### src/rtl/jedro_1_defines.sv
// Shared widths, ALU select encodings, opcodes and decoder state type
// for the riscv-jedro-1 decode stage.
package jedro_1_defines;

   localparam int unsigned DATA_WIDTH     = 32;
   localparam int unsigned REG_ADDR_WIDTH = 5;
   localparam int unsigned ALU_OP_WIDTH   = 4;

   // ALU select is {funct7[5], funct3}
   localparam logic [ALU_OP_WIDTH-1:0] ALU_ADD  = 4'b0000;
   localparam logic [ALU_OP_WIDTH-1:0] ALU_SLL  = 4'b0001;
   localparam logic [ALU_OP_WIDTH-1:0] ALU_SLT  = 4'b0010;
   localparam logic [ALU_OP_WIDTH-1:0] ALU_SLTU = 4'b0011;
   localparam logic [ALU_OP_WIDTH-1:0] ALU_XOR  = 4'b0100;
   localparam logic [ALU_OP_WIDTH-1:0] ALU_SRL  = 4'b0101;
   localparam logic [ALU_OP_WIDTH-1:0] ALU_OR   = 4'b0110;
   localparam logic [ALU_OP_WIDTH-1:0] ALU_AND  = 4'b0111;
   localparam logic [ALU_OP_WIDTH-1:0] ALU_SUB  = 4'b1000;
   localparam logic [ALU_OP_WIDTH-1:0] ALU_SRA  = 4'b1101;

   localparam logic [6:0] OPCODE_OP    = 7'b0110011;
   localparam logic [6:0] OPCODE_OPIMM = 7'b0010011;
   localparam logic [6:0] OPCODE_LUI   = 7'b0110111;

   typedef enum logic {
      RUN  = 1'b0,
      HALT = 1'b1
   } state_t;

endpackage

### src/rtl/jedro_1_imm_gen.sv
// Combinational immediate extraction for the integer-ALU instruction class.
module jedro_1_imm_gen
   import jedro_1_defines::*;
(
   input  logic [DATA_WIDTH-1:0] instr,
   output logic [DATA_WIDTH-1:0] imm,
   output logic                  use_imm
);

   logic [6:0] opcode;
   logic [2:0] funct3;
   logic       unused_bits;

   assign opcode      = instr[6:0];
   assign funct3      = instr[14:12];
   assign unused_bits = ^instr[11:7];

   always_comb begin
      imm     = '0;
      use_imm = 1'b0;
      case (opcode)
         OPCODE_OPIMM: begin
            use_imm = 1'b1;
            // shifts carry only shamt; funct7 bits are not part of the operand
            if (funct3 == 3'b001 || funct3 == 3'b101)
               imm = {27'b0, instr[24:20]};
            else
               imm = {{20{instr[31]}}, instr[31:20]};
         end
         OPCODE_LUI: begin
            use_imm = 1'b1;
            imm     = {instr[31:12], 12'b0};
         end
         default: begin
            imm     = '0;
            use_imm = 1'b0;
         end
      endcase
   end

endmodule

### src/rtl/jedro_1_decoder.sv
// Decode stage: valid/ready input from fetch, registered ALU control out,
// halts on illegal encodings until flushed.
module jedro_1_decoder
   import jedro_1_defines::*;
(
   input  logic                      clk_i,
   input  logic                      rstn_i,
   input  logic [DATA_WIDTH-1:0]     instr_i,
   input  logic                      instr_valid_i,
   output logic                      ready_co,
   input  logic                      flush_i,
   input  logic                      alu_ready_i,
   output logic                      valid_ro,
   output logic [ALU_OP_WIDTH-1:0]   alu_sel_ro,
   output logic [REG_ADDR_WIDTH-1:0] rs1_addr_ro,
   output logic [REG_ADDR_WIDTH-1:0] rs2_addr_ro,
   output logic [DATA_WIDTH-1:0]     imm_ro,
   output logic                      use_imm_ro,
   output logic [REG_ADDR_WIDTH-1:0] rd_addr_ro,
   output logic                      illegal_instr_ro
);

   state_t                    state_q, state_d;
   logic [6:0]                opcode;
   logic [2:0]                funct3;
   logic [6:0]                funct7;
   logic                      accept;
   logic                      legal;
   logic [ALU_OP_WIDTH-1:0]   sel;
   logic [REG_ADDR_WIDTH-1:0] rs1;
   logic [DATA_WIDTH-1:0]     imm;
   logic                      use_imm;

   assign opcode = instr_i[6:0];
   assign funct3 = instr_i[14:12];
   assign funct7 = instr_i[31:25];

   jedro_1_imm_gen imm_gen_inst (
      .instr   (instr_i),
      .imm     (imm),
      .use_imm (use_imm)
   );

   assign ready_co = (state_q == RUN) && !flush_i && (!valid_ro || alu_ready_i);
   assign accept   = instr_valid_i && ready_co;

   always_comb begin
      legal = 1'b0;
      sel   = {funct7[5], funct3};
      rs1   = instr_i[19:15];
      case (opcode)
         OPCODE_OP:
            legal = (funct7 == 7'b0000000) ||
                    (funct7 == 7'b0100000 && (funct3 == 3'b000 || funct3 == 3'b101));
         OPCODE_OPIMM: begin
            case (funct3)
               3'b001: begin
                  legal = (funct7 == 7'b0000000);
                  sel   = ALU_SLL;
               end
               3'b101: begin
                  legal = (funct7 == 7'b0000000) || (funct7 == 7'b0100000);
                  sel   = {funct7[5], 3'b101};
               end
               default: begin
                  legal = 1'b1;
                  sel   = {1'b0, funct3};
               end
            endcase
         end
         OPCODE_LUI: begin
            legal = 1'b1;
            sel   = ALU_ADD;
            rs1   = '0;
         end
         default: legal = 1'b0;
      endcase
   end

   always_comb begin
      state_d = state_q;
      if (flush_i)
         state_d = RUN;
      else if (accept && !legal)
         state_d = HALT;
   end

   always_ff @(posedge clk_i) begin
      if (!rstn_i)
         state_q <= RUN;
      else
         state_q <= state_d;
   end

   always_ff @(posedge clk_i) begin
      if (!rstn_i) begin
         valid_ro         <= 1'b0;
         illegal_instr_ro <= 1'b0;
         alu_sel_ro       <= ALU_ADD;
         rs1_addr_ro      <= '0;
         rs2_addr_ro      <= '0;
         imm_ro           <= '0;
         use_imm_ro       <= 1'b0;
         rd_addr_ro       <= '0;
      end else if (flush_i) begin
         valid_ro         <= 1'b0;
         illegal_instr_ro <= 1'b0;
      end else if (accept) begin
         if (legal) begin
            valid_ro    <= 1'b1;
            alu_sel_ro  <= sel;
            rs1_addr_ro <= rs1;
            rs2_addr_ro <= instr_i[24:20];
            imm_ro      <= imm;
            use_imm_ro  <= use_imm;
            rd_addr_ro  <= instr_i[11:7];
         end else begin
            valid_ro         <= 1'b0;
            illegal_instr_ro <= 1'b1;
         end
      end else if (alu_ready_i) begin
         valid_ro <= 1'b0;
      end
   end

endmodule

### config.mk
export PLATFORM = sky130hd
export DESIGN_NAME = jedro_1_decoder
export DESIGN_NICKNAME = d
export VERILOG_FILES = /design/src/rtl/jedro_1_defines.sv /design/src/rtl/jedro_1_imm_gen.sv /design/src/rtl/jedro_1_decoder.sv
export SDC_FILE = /design/constraint.sdc
export NUM_CORES = 1
export LEC_CHECK = 0
export CAP_MARGIN = 20
export CELL_PAD_IN_SITES_DETAIL_PLACEMENT = 0
export CELL_PAD_IN_SITES_GLOBAL_PLACEMENT = 1
export CORE_MARGIN = 5
export CORE_UTILIZATION = 34
export CTS_BUF_LIST = sky130_fd_sc_hd__clkbuf_8
export DETAILED_ROUTE_END_ITERATION = 8
export GPL_ROUTABILITY_DRIVEN = 0
export PLACE_DENSITY = 0.95
export SETUP_SLACK_MARGIN = 0.3
export SLEW_MARGIN = 0
export SYNTH_ARGS = -nofsm -noshare
export SYNTH_HDL_FRONTEND = slang
export SYNTH_SLANG_ARGS = --single-unit
### constraint.sdc
create_clock -name clk_i -period 2.9 [get_ports clk_i]
set_input_delay 0.435 -clock clk_i [delete_from_list [all_inputs] [get_ports clk_i]]
set_output_delay 0.435 -clock clk_i [all_outputs]
set_load 0.03 [all_outputs]
### Yosys cells after proc, flatten, opt, wreduce, memory -nomap -nowiden

Cells that the tools add are included.

* register bits after elaboration: 55
* bits of input ports: 37
* output and inout bits: 55

* equal/unequal tests: 6
* muxes and demuxes: 11
* bitwise gates (word level): 4
* reduce and logical (&&, ||, !) cells: 20

Operator list (count)
* one-hot mux 32 bit (2 select lines): 1
* two-way mux 32 bit: 1
* == test 7 x 6 -> 1 bit, second input constant: 3
* one-hot mux 4 bit (2 select lines): 2
* == test 7 x 5 -> 1 bit, second input constant: 1
* logical NOT 7 bit: 1
* logical AND 1 bit: 5
* logical OR 1 bit: 5
* two-way mux 5 bit: 1
* two-way mux 1 bit: 4
* NOT 1 bit: 4
* OR reduction 2 bit: 2
* == test 3 x 1 -> 1 bit, second input constant: 1
* == test 3 bit, second input constant: 1
* logical NOT 1 bit: 3
* logical NOT 3 bit: 1
* one-hot mux 1 bit (3 select lines): 1
* AND reduction 3 bit: 1
* one-hot mux 1 bit (2 select lines): 1
* AND reduction 2 bit: 1
* nonzero test 2 bit: 1

### Longest topological paths before layout

* depth after elaboration: 7
* gate-level depth with buffers: 7

### Modules after synthesis

From an unflattened synthesis, not the netlist that was laid out.

* cells, all modules: 318
* area, all modules: 2743.9 um2

Modules (own cells, without submodules)
* jedro_1_decoder: instances 1, cells each 251, area an instance 2308.5 um2, seq. area each 1081.0 um2
* jedro_1_imm_gen: instances 1, cells each 67, area an instance 435.4 um2, seq. area each 0.0 um2

### Worst setup path before layout

OpenSTA, ideal clock, no wires.

* kind: input -> register
* from: input port instr_i[28]
* to: register imm_ro[11]
* setup time: 0.117 ns
* arrival: 1.922 ns
* required time: 2.783 ns
* path slack: 0.862 ns
* cell stages on the path: 6
* path buffers: 1
* path through: or3b_1 > or4b_1 > o311ai_2 > a21boi_2 > buf_2 > a22o_1

* longest elaborated chain between the ends: 5

RTL lines
* start, declared: line jedro_1_decoder.sv:8 `input logic [DATA_WIDTH-1:0] instr_i,`
* == test 7 x 6 -> 1 bit or logical NOT 7 bit (tied branches)
* logical OR 1 bit or logical AND 1 bit (tied branches): line jedro_1_decoder.sv:62, jedro_1_decoder.sv:54
* one-hot mux 1 bit (2 select lines) or logical OR 1 bit (tied branches): line jedro_1_decoder.sv:56, jedro_1_decoder.sv:53
* one-hot mux 1 bit (3 select lines) *: line jedro_1_decoder.sv:51 `case (opcode)`
* AND reduction 3 bit (no source line) *
* end signal, assigned: line jedro_1_decoder.sv:114 `imm_ro <= imm;`
* end, declared: line jedro_1_decoder.sv:17 `output logic [DATA_WIDTH-1:0] imm_ro,`

Mark *: on every way between the ends. The rest lies on a longest branch, timed or not.
A chain may end at the register's enable or synchronous reset.

### Worst setup path after layout

* from: input port instr_i[5]
* to: register alu_sel_ro[0]

* longest elaborated chain between the ends: 3

RTL lines
* == test 7 x 6 -> 1 bit or == test 7 x 5 -> 1 bit (tied branches): line jedro_1_decoder.sv:51
* one-hot mux 1 bit (3 select lines): line jedro_1_decoder.sv:51
* AND reduction 3 bit (no source line)
* end signal, assigned: line jedro_1_decoder.sv:111 `alu_sel_ro <= sel;`
* end, declared: line jedro_1_decoder.sv:14 `output logic [ALU_OP_WIDTH-1:0] alu_sel_ro,`

Several ways; a longest one is shown, not always the timed one.

==> impl_metrics.toml <==
[cts]
h-tree-depth = 2
cts-resized-gates = 0
cts_buffers = 5
cts_sinks = 54
cts_hold_buf = 0
insertion_delay_ns = 0.31
cts_tree = "built"
cts_root_buffer = "clkbuf_8"
clock_path_buffers = 2
path_clk_slew_ns = 0.09
cts_setup_buffers = 0

[routing]
drt-met1-wl_um = 2783
drt-pass1-iter-count = 4
avgViaCountPerCell = 5.032
wl_per_cell_um = 16.35
first_iter_violations = 60
wl_met2_um = 2921
dr.max_layer_used = "met4"
drc = 0
wl_um = 6114
ant_nets = 0
vias = 1882
wl_met3_um = 376

[timing]
skew_ns = 0.007939
setup_tns_ns = 0
rsz0062_at_grt = "false"
relSlewSlack_pct = 72.34
timing.hold.ws_ns = 0.4643
slew_viol_final = 0
min_period_ns = 2.445
tightestPinTransition_ns = 0.4115
hold_viol_final = 0
setup_violations = 0
worst_slack_ns = 0.4553
finalCritPeriodShare_pct = 84.30
fmaxAchievable_mhz = 409.0

[die]
ioPinCount = 92
initial_core_util_pct = 35.13
coreArea_mm2 = 0.005956
fp.dieArea_mm2 = 0.007822
row_count = 28
die_w_um = 88.44
die_h_um = 88.44

[pwr]
leakage_nw = 1.194
ir_drop_mv = 0.1804
p_per_area_mw_per_mm2 = 430.1
internal_power_mw = 1.091
netSwitchingPower_uw = 301.2
switching_share_pct = 21.64
pwr-share-comb_pct = 9.9
clockPowerShare_pct = 36.7
power_mw = 1.392
seq_power_share_pct = 53.4

[placement]
place_hpwl_um = 4551
portBuffers = 91
placed_area_mm2 = 0.003114
pre_cts_ws_ns = 0.1625

[worst_setup_path]
rr_startpoint = "valid_ro"
arrival_ns = 2.64
critPathLaunchType = "input port"
cpMaxStageDelayCell = "clkdlybuf4s50_1"
crit_start = "instr_i[5]"
end_kind = "flip-flop"
cp.depth = 7
rr_worst_depth = 7
max_stage_delay_ns = 0.59
r2r_slack_ns = 1.10
cp.required_ns = 3.10
crit_chain = "clkdlybuf4s50_1 > or3b_1 > or4b_1 > o311ai_4 > a21boi_4 > buf_12 > a22o_1"
path_class = "in2reg"
r2r_end = "alu_sel_ro[0]"
critical_path.top_delay_family = "simple AND/OR/NAND/NOR gates"
worstSetupEndpoint = "alu_sel_ro[0]"
worstPathBufferInverterCount = 2
worst-path-max-fanout = 40

[global_route]
grt_util_all_layers_pct = 15.38
antenna_found_initial = 0
grt_pass1_wl_um = 9453
grt_pass1_vias = 1822
grt_max_degree = 41
grt-ovfl-total = 0

[layout]
diodes = 0
final-seq-area_mm2 = 0.001081
final_cell_mix = "91 x clkdlybuf4s50_1, 54 x dfxtp_1, 23 x nand2_1, 23 x a21oi_1, 20 x o2bb2ai_1"
final_common_cell = "clkdlybuf4s50_1"
multi_input_area_um2 = 943.4
drive_gt1_share_pct = 6.689
fin_area_mm2 = 0.003237
syn_to_final_growth_pct = 54.72
n_fill_cell = 528
fin_nets = 336

[status]
outcome = "complete, no violations"

[run]
drv_cap = 0

[logic_synthesis]
ys_warn_count = 0
ys_top_cells_by_area = "dfxtp_1 52%, o2bb2ai_1 8.4%, a22o_1 8.0%"
synth_edf_count = 0
synth_area_per_cell_um2 = 10.11
synth_top_area_cell = "dfxtp_1"
syn_nets = 244
synth_ff_type = "dfxtp_1"
synthDominantCellAreaShare_pct = 51.67
seq_area_frac_synth_pct = 51.67
syn_area_mm2 = 0.002092
ys_ff_latch = 54
synth_async_sr_flop_share_pct = 0
ys_types = 37
synth_cells = 207

[worst_hold_path]
hold_class = "reg2reg"
## layout make-up
| class | count | share of cell area, % |
|---|---|---|
| clock inverters | 1 | 0.9277 |
| flip-flops and latches | 54 | 33.40 |
| multi-input cells | 134 | 29.15 |
| well taps | 75 | 2.899 |
| repair buffers | 100 | 30.61 |
| clock buffers | 6 | 2.551 |
| inverters | 4 | 0.4639 |
## how the worst min path moves through the flow
stage,from,endpoint,cells after the start
3_5_place_dp,imm_ro[25],imm_ro[25],1
5_1_grt,imm_ro[3],imm_ro[3],2
4_1_cts,imm_ro[9],imm_ro[9],2
2_1_floorplan,instr_i[12],alu_sel_ro[0],1
6_report,imm_ro[3],imm_ro[3],2
3_3_place_gp,use_imm_ro,use_imm_ro,2
## registers in the layout, summed over array words and instances, names as in the netlist
signal,cells
valid_ro,1
state_q,1
use_imm_ro,1
rs1_addr_ro,5
imm_ro,32
alu_sel_ro,4
rd_addr_ro,5
rs2_addr_ro,5
## stage by stage
step                      util (%)  instances
after floorplan                  -        207
after global placement       52.29        367
after detailed placement     52.29        367
after CTS                    54.18        374
after global routing         54.35        374
final                        54.35        374
## cell families after synthesis
logic type / share of synthesized area, %
buffers and inverters: 4.067
AO/OA/AOI/OAI: 25.96
XOR/XNOR: 0.4187
AND/OR/NAND/NOR: 12.62
multiplexers: 5.263
flip-flops: 51.67
## worst register-to-register path: cells and delay by family (launching register included)
family,cells,cell delay (ns)
AND/OR/NAND/NOR,3,0.66
buffers and inverters,2,0.38
AO/OA/AOI/OAI,2,0.34
flip-flops,1,0.32
## per-layer routing
layer | vias to the layer above | track usage [%]
met5 | - | 0
met4 | 0 | 4.121
met3 | 3 | 4.004
met2 | 52 | 23.73
met1 | 886 | 21.40
li1 | 941 | -
## Yosys cell counts (3+ instances only)
cell type and count:
dfxtp_1 54, a21oi_1 23, nand2_1 23, o2bb2ai_1 20, a22o_1 19, mux2i_1 11
clkbuf_1 10, inv_1 4, nor2b_1 4, o21ai_0 4, and2_1 3, nand2b_1 3
## power by group through the flow
stage               Sequential, mW  Clock, mW  Combinational (mW)
CTS                          0.744      0.521               0.135
detailed placement           0.761          0               0.134
floorplan                    0.764          0              0.0464
global route                 0.744      0.552               0.147
finish                       0.744      0.511               0.137
global placement             0.761          0               0.133
No activity file was read; power rests on OpenSTA's default activity.
